File: src/rtl/shift_rows_pipe.sv
// Registered Rijndael ShiftRows / InvShiftRows stage for 4, 6 or 8 column states,
// with valid/ready on both sides and an optional two-entry skid buffer.
module shift_rows_pipe #(
   parameter int NB    = 4,
   parameter int SKID  = 1,
   parameter int CNT_W = 16
) (
   input  logic                clk,
   input  logic                rst,
   input  logic                in_valid,
   output logic                in_ready,
   input  logic                in_inv,
   input  logic [32*NB-1:0]    in_data,
   output logic                out_valid,
   input  logic                out_ready,
   output logic                out_inv,
   output logic [32*NB-1:0]    out_data,
   output logic [CNT_W-1:0]    blk_cnt
);
   localparam int W = 32 * NB;

   if (NB != 4 && NB != 6 && NB != 8) begin : g_nb_check
      $error("shift_rows_pipe: NB must be 4, 6 or 8");
   end

   logic [W-1:0]     perm_data;
   logic [W-1:0]     main_data_reg;
   logic             main_inv_reg;
   logic [W-1:0]     skid_data_reg;
   logic             skid_inv_reg;
   logic [CNT_W-1:0] blk_cnt_reg;

   logic load_main;
   logic load_skid;
   logic main_from_skid;
   logic out_valid_int;
   logic in_ready_int;
   logic in_xfer;
   logic out_xfer;

   // Pure wiring: each output byte picks its source column from the row offset.
   for (genvar gi = 0; gi < 4 * NB; gi++) begin : g_byte
      localparam int R     = gi % 4;
      localparam int C     = gi / 4;
      localparam int OFF   = (NB == 8 && R >= 2) ? R + 1 : R;
      localparam int SRC_F = (C + OFF) % NB;
      localparam int SRC_I = (C - OFF + NB) % NB;
      assign perm_data[W-1-8*gi -: 8] = in_inv ? in_data[W-1-8*(4*SRC_I+R) -: 8]
                                               : in_data[W-1-8*(4*SRC_F+R) -: 8];
   end

   assign in_xfer  = in_valid && in_ready_int;
   assign out_xfer = out_valid_int && out_ready;

   if (SKID != 0) begin : g_skid
      typedef enum logic [1:0] {EMPTY = 2'd0, ONE = 2'd1, FULL = 2'd2} state_t;
      state_t state_reg;
      state_t state_next;
      logic   in_ready_reg;

      always_ff @(posedge clk) begin
         if (rst) begin
            state_reg    <= EMPTY;
            in_ready_reg <= 1'b1;
         end else begin
            state_reg    <= state_next;
            in_ready_reg <= (state_next != FULL);
         end
      end

      always_comb begin
         state_next = state_reg;
         case (state_reg)
            EMPTY:   if (in_xfer) state_next = ONE;
            ONE: begin
               if (in_xfer && !out_xfer)      state_next = FULL;
               else if (!in_xfer && out_xfer) state_next = EMPTY;
            end
            FULL:    if (out_xfer) state_next = ONE;
            default: state_next = EMPTY;
         endcase
      end

      always_comb begin
         load_main      = 1'b0;
         load_skid      = 1'b0;
         main_from_skid = 1'b0;
         out_valid_int  = (state_reg != EMPTY);
         in_ready_int   = in_ready_reg;
         case (state_reg)
            EMPTY: load_main = in_xfer;
            ONE: begin
               load_main = in_xfer && out_xfer;
               load_skid = in_xfer && !out_xfer;
            end
            FULL:    main_from_skid = out_xfer;
            default: ;
         endcase
      end
   end else begin : g_noskid
      logic valid_reg;

      always_ff @(posedge clk) begin
         if (rst) begin
            valid_reg <= 1'b0;
         end else if (in_xfer) begin
            valid_reg <= 1'b1;
         end else if (out_xfer) begin
            valid_reg <= 1'b0;
         end
      end

      always_comb begin
         out_valid_int  = valid_reg;
         in_ready_int   = !valid_reg || out_ready;
         load_main      = in_xfer;
         load_skid      = 1'b0;
         main_from_skid = 1'b0;
      end
   end

   always_ff @(posedge clk) begin
      if (rst) begin
         main_data_reg <= '0;
         main_inv_reg  <= 1'b0;
         skid_data_reg <= '0;
         skid_inv_reg  <= 1'b0;
         blk_cnt_reg   <= '0;
      end else begin
         if (load_main) begin
            main_data_reg <= perm_data;
            main_inv_reg  <= in_inv;
         end else if (main_from_skid) begin
            main_data_reg <= skid_data_reg;
            main_inv_reg  <= skid_inv_reg;
         end
         if (load_skid) begin
            skid_data_reg <= perm_data;
            skid_inv_reg  <= in_inv;
         end
         if (out_xfer) begin
            blk_cnt_reg <= blk_cnt_reg + CNT_W'(1);
         end
      end
   end

   assign in_ready  = in_ready_int;
   assign out_valid = out_valid_int;
   assign out_data  = main_data_reg;
   assign out_inv   = main_inv_reg;
   assign blk_cnt   = blk_cnt_reg;

endmodule

File: config.mk
export PLATFORM = sky130hd
export DESIGN_NAME = shift_rows_pipe
export DESIGN_NICKNAME = d
export VERILOG_FILES = /design/src/rtl/shift_rows_pipe.sv
export SDC_FILE = /design/constraint.sdc
export NUM_CORES = 1
export LEC_CHECK = 0
export CAP_MARGIN = 20
export CORE_UTILIZATION = 45
export CTS_BUF_LIST = sky130_fd_sc_hd__clkbuf_16
export DETAILED_ROUTE_END_ITERATION = 6
export PLACE_DENSITY = 0.73
export SYNTH_ARGS = -nofsm -noshare
export SYNTH_HDL_FRONTEND = slang
export SYNTH_SLANG_ARGS = --single-unit
File: constraint.sdc
create_clock -name clk -period 4.2 [get_ports clk]
set_input_delay 1.05 -clock clk [delete_from_list [all_inputs] [get_ports clk]]
set_output_delay 1.05 -clock clk [all_outputs]
set_load 0.01 [all_outputs]
== Yosys cells after proc, flatten, opt, wreduce, memory -nomap -nowiden ==
Cells that the tools add are included.

* Memory bits (writable): 0
* Output and inout port bits: 147
* Bits in latches: 0
* Register bits: 277
* Memories: 0
* Memory bits (read-only): 0
* Input port bits: 133
* Word-level logic and storage cells: 41

* Order comparisons: 0
* Bitwise logic cells: 0
* Multiplexer cells: 20
* Multiply operators: 0
* Equality and inequality tests: 3
* Divide/modulo/power cells: 0
* Add/subtract/negate cells: 1
* Shift-type cells: 0
* Reduce and logical (&&, ||, !) cells: 10

{| class="wikitable"
|+ Operator list
! kind !! number
|-
| 128-bit two-way mux || 2
|-
| 8-bit two-way mux || 8
|-
| 16-bit by 1-bit adder with 16-bit output (second input constant) || 1
|-
| 2-bit two-way mux || 4
|-
| 2-bit case mux with 3 select lines || 1
|-
| 1-bit logical AND || 5
|-
| 1-bit two-way mux || 4
|-
| 2-bit nonzero test || 2
|-
| 2-bit by 1-bit == test with 1-bit output (second input constant) || 1
|-
| 2-bit == test (second input constant) || 1
|-
| 1-bit zero test || 2
|-
| 2-bit zero test || 1
|-
| 2-bit != test (second input constant) || 1
|-
| 1-bit case mux with 2 select lines || 1
|}

== Depth between registers and ports, before layout ==
Gate-level depths: netlist of the first run.

* Depth in word-level cells: 7
* Depth in mapped cells: 7
* Depth with buffers taken out: 5

== Worst setup path after synthesis of the first run ==
No wires, ideal clock.

* Path kind: input to register
* Start point: in in_inv
* End point: reg main_data_reg[50] (netlist: out_data[50])
* Library setup time: 132 ps
* Path slack: 1874 ps
* Arrival time: 2194 ps
* Path buffers: 3
* Required time: 4068 ps
* Cell stages on the path: 6
* Cells stage by stage: buf_2 > buf_4 > buf_1 > mux2i_1 > or2_0 > a21oi_1

* Longest elaborated chain between the ends: 2

{| class="wikitable"
|+ Ends and longest elaborated chain
! element !! RTL line !! text
|-
| start: declaration || 12 || <nowiki>input logic in_inv,</nowiki>
|-
| 8-bit two-way mux || 48 || <nowiki>assign perm_data[W-1-8*gi -: 8] = in_inv ? in_data[W-1-8*(4*SRC_I+R) -: 8]</nowiki>
|-
| 128-bit two-way mux || 130 || <nowiki>if (load_main) begin</nowiki>
|-
| end signal: assignment || 131 || <nowiki>main_data_reg <= perm_data;</nowiki>
|-
| end signal: assignment || 134 || <nowiki>main_data_reg <= skid_data_reg;</nowiki>
|-
| end: declaration || 27 || <nowiki>logic [W-1:0] main_data_reg;</nowiki>
|}

No other way between the ends.
A chain may end at the register's enable or synchronous reset.

== Worst setup path after layout of the first run ==
* Start point: reg g_skid.state_reg[1]
* End point: out out_valid

* Longest elaborated chain between the ends: 1

{| class="wikitable"
|+ Ends and longest elaborated chain
! element !! RTL line !! text
|-
| start: declaration || 57 || <nowiki>state_t state_reg;</nowiki>
|-
| start signal: assignment || 66 || <nowiki>state_reg <= state_next;</nowiki>
|-
| 2-bit nonzero test || 88 || <nowiki>out_valid_int = (state_reg != EMPTY);</nowiki>
|-
| end: declaration || 14 || <nowiki>output logic out_valid,</nowiki>
|}

No other way between the ends.

==> results of run 1 <==
==> final cells by class <==
cell class / count / area [µm²]
multi-input combinational: 898 / 5710
timing repair buffer: 294 / 2990
fill: 2213 / 9770
antenna: 4 / 10.0
tap: 330 / 413
sequential: 277 / 5550
inverter: 2 / 7.51
clock inverter: 25 / 218
clock buffer: 29 / 726
==> cells by family after synthesis <==
logic type	count (synthesis)
AOI/OAI and AO/OA	257
xor gates and xnor gates	10
adders and majority gates	1
buffers and inverters	113
DFF	277
muxes	211
and+or+nand+nor	419
==> how the worst max path moves through the flow <==
| stage | to | cells past startpoint | slack, ns |
|---|---|---|---|
| global route | out_data[58]$_SDFFE_PP0P_ | 6 | 1.22 |
| finish | out_valid | 2 | 1.37 |
| floorplan | out_data[50]$_SDFFE_PP0P_ | 6 | 1.87 |
| detailed placement | out_data[74]$_SDFFE_PP0P_ | 6 | 0.86 |
| global placement | out_data[41]$_SDFFE_PP0P_ | 6 | 0.97 |
| CTS | out_valid | 2 | 1.34 |
==> Yosys cell counts (2+ instances only) <==
cell type  count
inv_1          2
mux2_2        64
buf_4          3
and4_1         2
nand2b_1       2
xnor2_1        4
or2_0         49
nor3_1         3
o31ai_1        4
clkbuf_1      63
buf_1          6
o21a_1         2
nor2_1       157
a211oi_1     129
nand2_1      185
a21oi_1      118
xor2_1         6
mux2i_1      147
buf_2         37
or4_1          4
nand4_1        5
nand3_1        3
buf_6          2
dfxtp_1      277
or3_1          3
==> power by group through the flow <==
stage,clock [µW],sequential [µW],combinational (µW)
2_1_floorplan,0,2960,442
3_3_place_gp,0,2920,929
3_5_place_dp,0,2920,944
4_1_cts,2600,2860,950
5_1_grt,2700,2880,1020
6_report,2550,2860,943
==> worst min-delay path: cells and delay by family, from the launching register on <==
kind | cells | cell delay [ns]
flip-flops | 1 | 0.31
AO/OA/AOI/OAI | 1 | 0.05
AND/OR/NAND/NOR | 1 | 0.05
==> metrics by stage <==
stage	util, %	setup slack [ns]	cells	power [µW]	hold WS (ns)
2_1_floorplan	-	1.87	1288	3400	0.436
3_3_place_gp	57.8	0.969	1801	3850	0.441
3_5_place_dp	57.8	0.859	1801	3860	0.446
4_1_cts	61.5	1.34	1855	6420	0.455
5_1_grt	61.5	1.22	1859	6610	0.466
6_report	61.5	1.37	1859	6350	0.453
==> layer usage <==
| layer | wire length, µm | part of all wire (%) | vias to the layer above | track usage (%) |
|---|---|---|---|---|
| met5 | 0 | 0 | - | 0 |
| met4 | 725 | 2.4 | 0 | 7.41 |
| met3 | 1820 | 6.1 | 40 | 4.67 |
| met2 | 14200 | 48 | 226 | 35.7 |
| met1 | 13000 | 44 | 4508 | 27.1 |
| li1 | - | - | 4905 | - |
==> impl_metrics.py, run 1 <==
metrics = {
    "pwr": {
        "power_frac_clock_pct": 40.1,
        "powerDensity_nw_per_um2": 406,
        "ir_drop_v": 0.000334,
        "p_sw_share_pct": 24.8,
        "leakagePower_uw": 0.00618,
        "comb_power_share_pct": 14.8,
        "seqPwrFrac_pct": 45.1,
        "intPower_uw": 4780,
        "p_sw_uw": 1580,
    },
    "sta": {
        "min_period_ns": 2.83,
        "tightest_slew_ns": 0.799,
        "finalHoldViolations": 0,
        "final.setup.tns_ns": 0,
        "slew_headroom_pct": 46.7,
        "fin_worst_skew_ns": 0.0169,
        "fmax_mhz": 354,
        "min_period_over_period_pct": 67.3,
        "rsz0062_at_grt": "no",
        "slew_viol_final": 0,
        "setup_viol": 0,
    },
    "setup_path": {
        "critical_path_class": "reg2out",
        "r2r_start": "g_skid.state_reg[0]$_SDFF_PP0_",
        "critPathLaunchType": "flip-flop",
        "cp_cell_sequence": "or2_2, clkdlybuf4s50_1",
        "timing.rr.end": "out_data[74]$_SDFFE_PP0P_",
        "required_ns": 3.15,
        "path_buf_inv": 1,
        "crit_path_end_kind": "output port",
        "path_max_fanout": 12,
        "crit_start": "g_skid.state_reg[1]$_SDFF_PP0_",
        "ff2ff_path_depth": 5,
        "cpPeakStageDelay_ns": 0.54,
        "crit_slowest_cell": "dfxtp_1",
        "crit_arrival_ns": 1.78,
        "rrSetupSlack_ns": 1.96,
        "crit_family": "flip-flops",
    },
    "logic_synthesis": {
        "synthCells": 1288,
        "synthMuxAreaShare_pct": 18.7,
        "synth_nets": 1422,
        "synth_area_per_cell_um2": 9.12,
        "synthAdderAreaFrac_pct": 0.107,
        "synth-compound-area-share_pct": 14.0,
        "yosysWarnings": 0,
        "yosysSeqAreaShare_pct": 47.2,
        "synth.distinct_cells": 36,
        "synth_top_family_by_area": "multiplexers",
        "synthesis.area_um2": 11700,
        "yosys.area_share.xor_xnor_pct": 0.746,
        "post-synth-top-area-fraction_pct": 47.2,
        "synthTopCellsByArea": "dfxtp_1 47%, mux2i_1 13%, a211oi_1 8.2%, mux2_2 6.1%, nand2_1 5.9%",
        "synth_top_area_cell": "dfxtp_1",
        "synth_edf_count": 0,
        "synth_flop_cell": "dfxtp_1",
        "ys_ff_latch": 277,
        "ys_async_sr_fraction_pct": 0,
        "synth_simple_gate_area_share_pct": 15.1,
    },
    "drt": {
        "drt_iter0_drc": 586,
        "drtAntennaViolNets": 0,
        "firstDrtPassIters": 5,
        "drc": 0,
        "vias": 9679,
        "drt-vias-per-instance": 5.21,
        "wl_per_cell_um": 16.0,
        "wirelength_um": 29700,
    },
    "finish": {
        "stdcell_area_um2": 15600,
        "area_growth_pct": 33.1,
        "layout_common_cells": "277 x dfxtp_1, 277 x clkdlybuf4s50_1, 185 x nand2_1",
        "fin_nets": 1636,
        "layout-drive-gt1-share_pct": 8.26,
    },
    "floorplan": {
        "die_x_um": 164,
        "core_um2": 25400,
        "start_util_pct": 46.2,
        "die_area_um2": 26800,
        "fp.dieH_um": 164,
        "fp-row-count": 58,
        "io_pins": 280,
    },
    "clocking": {
        "cts_tree": "yes",
        "cts_buffers": 29,
        "h-tree-depth": 1,
        "ctsHoldBuffers": 0,
        "post_cts_buffers": 0,
        "cts_resized": 0,
        "numClockSinks": 277,
        "root_buffer": "clkbuf_16",
        "clk_pin_slew_ns": 0.06,
        "clock_latency_ns": 0.55,
        "cts.path.max_buffers": 3,
    },
    "job": {
        "max_cap_viol_count": 0,
    },
    "place": {
        "place_congestion": 0.775,
        "dpl_cell_area_um2": 14700,
        "portBuffers": 279,
        "dpl.hpwl_um": 19000,
    },
    "min_path": {
        "holdPathStages": 2,
        "whs_endpoint": "skid_data_reg[126]$_SDFFE_PP0P_",
        "hp-class": "reg2reg",
        "hp-start": "skid_data_reg[126]$_SDFFE_PP0P_",
    },
    "global_routing": {
        "track_usage_pct": 21.4,
        "grt_start_max_net_pins": 143,
        "grt_pass1_vias": 9140,
        "grt_pass1_wl_um": 46500,
        "grt-ovfl-total": 0,
        "antenna_found_initial": 4,
    },
    "status": {
        "status": "finished clean",
    },
}
No activity file was read; power rests on OpenSTA's default activity.
==> run 2: changes to the inputs <==
- clock period: 4.2 -> 2.6 ns (I/O delays scaled with it)
==> run 2 against run 1 <==
  * First-iteration DRC count is 12% higher
  * Clock power is 51% higher
  * Via count is 2.9% higher
  * Count of clock-buffer cells in the layout stayed put
  * Critical path type unchanged
==> impl_metrics.py, run 2 (same netlist as run 1, synthesis figures left out) <==
metrics = {
    "finish": {
        "fillers": 2143,
        "final_cells": 1879,
        "layout-drive-gt1-share_pct": 9.76,
        "fin_nets": 1662,
        "layout_common_cells": "277 x dfxtp_1, 277 x clkdlybuf4s50_1, 185 x nand2_1",
        "area_growth_pct": 35.7,
    },
    "sta": {
        "slew_headroom_pct": 61.7,
        "finalHoldViolations": 0,
        "fmax_mhz": 409,
        "setup_viol": 0,
        "min_period_ns": 2.44,
        "fin_worst_skew_ns": 0.0220,
        "tightest_slew_ns": 0.574,
        "final.setup.tns_ns": 0,
        "slew_viol_final": 0,
        "rsz0062_at_grt": "no",
        "min_period_over_period_pct": 94.0,
    },
    "global_routing": {
        "grt_pass1_vias": 9345,
        "grt_pass1_wl_um": 47700,
        "met1_usage_pct": 27.7,
        "antenna_found_initial": 2,
        "use_met3_pct": 4.04,
        "busiest_layer": "met2",
        "grt-ovfl-total": 0,
        "grt_start_max_net_pins": 91,
        "grtUsageMet2_pct": 36.9,
        "track_usage_pct": 21.9,
    },
    "place": {
        "place_congestion": 0.798,
        "portBuffers": 279,
        "dpl.hpwl_um": 20600,
        "placed_cells": 1827,
    },
    "status": {
        "status": "finished clean",
    },
    "min_path": {
        "hp-class": "reg2reg",
        "hp-start": "skid_data_reg[73]$_SDFFE_PP0P_",
    },
    "setup_path": {
        "crit_start": "g_skid.state_reg[1]$_SDFF_PP0_",
        "required_ns": 1.95,
        "r2r_start": "g_skid.state_reg[0]$_SDFF_PP0_",
        "crit_path_end_kind": "output port",
        "path_max_fanout": 12,
        "cpPeakStageDelay_ns": 0.55,
        "crit_slowest_cell": "dfxtp_1",
        "critPathLaunchType": "flip-flop",
        "critical_path_class": "reg2out",
        "cp_cell_sequence": "or2_2, clkdlybuf4s50_1",
        "crit_arrival_ns": 1.79,
    },
    "drt": {
        "wirelength_um": 30500,
        "firstDrtPassIters": 5,
        "drc": 0,
        "drt-vias-per-instance": 5.30,
        "drtAntennaViolNets": 0,
        "wl_per_cell_um": 16.2,
        "drt_iter0_drc": 655,
        "vias": 9961,
    },
    "clocking": {
        "cts_tree": "yes",
        "numClockSinks": 277,
        "cts_buffers": 29,
        "clock_latency_ns": 0.54,
        "cts_resized": 0,
        "ctsHoldBuffers": 0,
        "cts.path.max_buffers": 3,
        "root_buffer": "clkbuf_16",
        "post_cts_buffers": 0,
        "h-tree-depth": 1,
        "clk_pin_slew_ns": 0.06,
    },
    "floorplan": {
        "fp.dieH_um": 164,
        "io_pins": 280,
        "die_area_um2": 26800,
        "core_um2": 25400,
        "die_x_um": 164,
        "start_util_pct": 46.2,
        "fp-row-count": 58,
    },
    "pwr": {
        "ir_drop_v": 0.000416,
        "leakagePower_uw": 0.00634,
        "powerDensity_nw_per_um2": 632,
    },
    "job": {
        "max_cap_viol_count": 0,
    },
}
-- run 2: worst max-delay path, delay by kind of cell (launching register included) --
kind                   cells  cell delay, ns
AND/OR/NAND/NOR            1            0.19
buffers and inverters      1            0.53
flip-flops                 1            0.55
-- run 2: final timing paths --
| kind | endpoint | slack [ns] | cells past startpoint |
|---|---|---|---|
| setup / recovery | out_valid | 0.16 | 2 |
| setup reg to reg | out_data[60]$_SDFFE_PP0P_ | 0.74 | 5 |
| hold reg to reg | skid_data_reg[73]$_SDFFE_PP0P_ | 0.45 | 2 |
| hold / removal | skid_data_reg[73]$_SDFFE_PP0P_ | 0.45 | 2 |
-- run 2: through the flow --
stage	power (µW)	hold WS [ns]	area, µm²	setup WS (ns)	util, %
floorplan	5490	0.436	11700	0.674	-
global placement	6260	0.441	15100	0.0464	59.3
detailed placement	6300	0.446	15100	0.00227	59.3
CTS	10200	0.454	15900	0.132	62.7
global route	10500	0.469	15900	0.0737	62.8
finish	10100	0.452	15900	0.156	62.8
-- run 2: power breakdown --
group / switching, µW / leakage, µW / internal [µW] / total [µW]
sequential: 138 / 0.00227 / 4490 / 4630
clock: 1650 / 0.000462 / 2210 / 3860
combinational: 730 / 0.00362 / 847 / 1580
total: 2510 / 0.00634 / 7550 / 10100
-- run 2: final cells by class --
type / instances / area [µm²] / share of cell area [%]
Clock buffer: 29 / 726 / 4.55
Tap cell: 330 / 413 / 2.59
Timing Repair Buffer: 320 / 3380 / 21.2
Inverter: 2 / 7.51 / 0.0471
Clock inverter: 21 / 153 / 0.958
Sequential cell: 277 / 5550 / 34.8
Antenna cell: 2 / 5.00 / 0.0314
Multi-Input combinational cell: 898 / 5710 / 35.8
-- run 2: layer usage --
metal / wire length (µm) / vias to the layer above / part of all wire [%]
li1: - / 4957 / -
met1: 13300 / 4675 / 44
met2: 14400 / 267 / 47
met3: 1650 / 62 / 5.4
met4: 1050 / 0 / 3.4
met5: 0 / - / 0
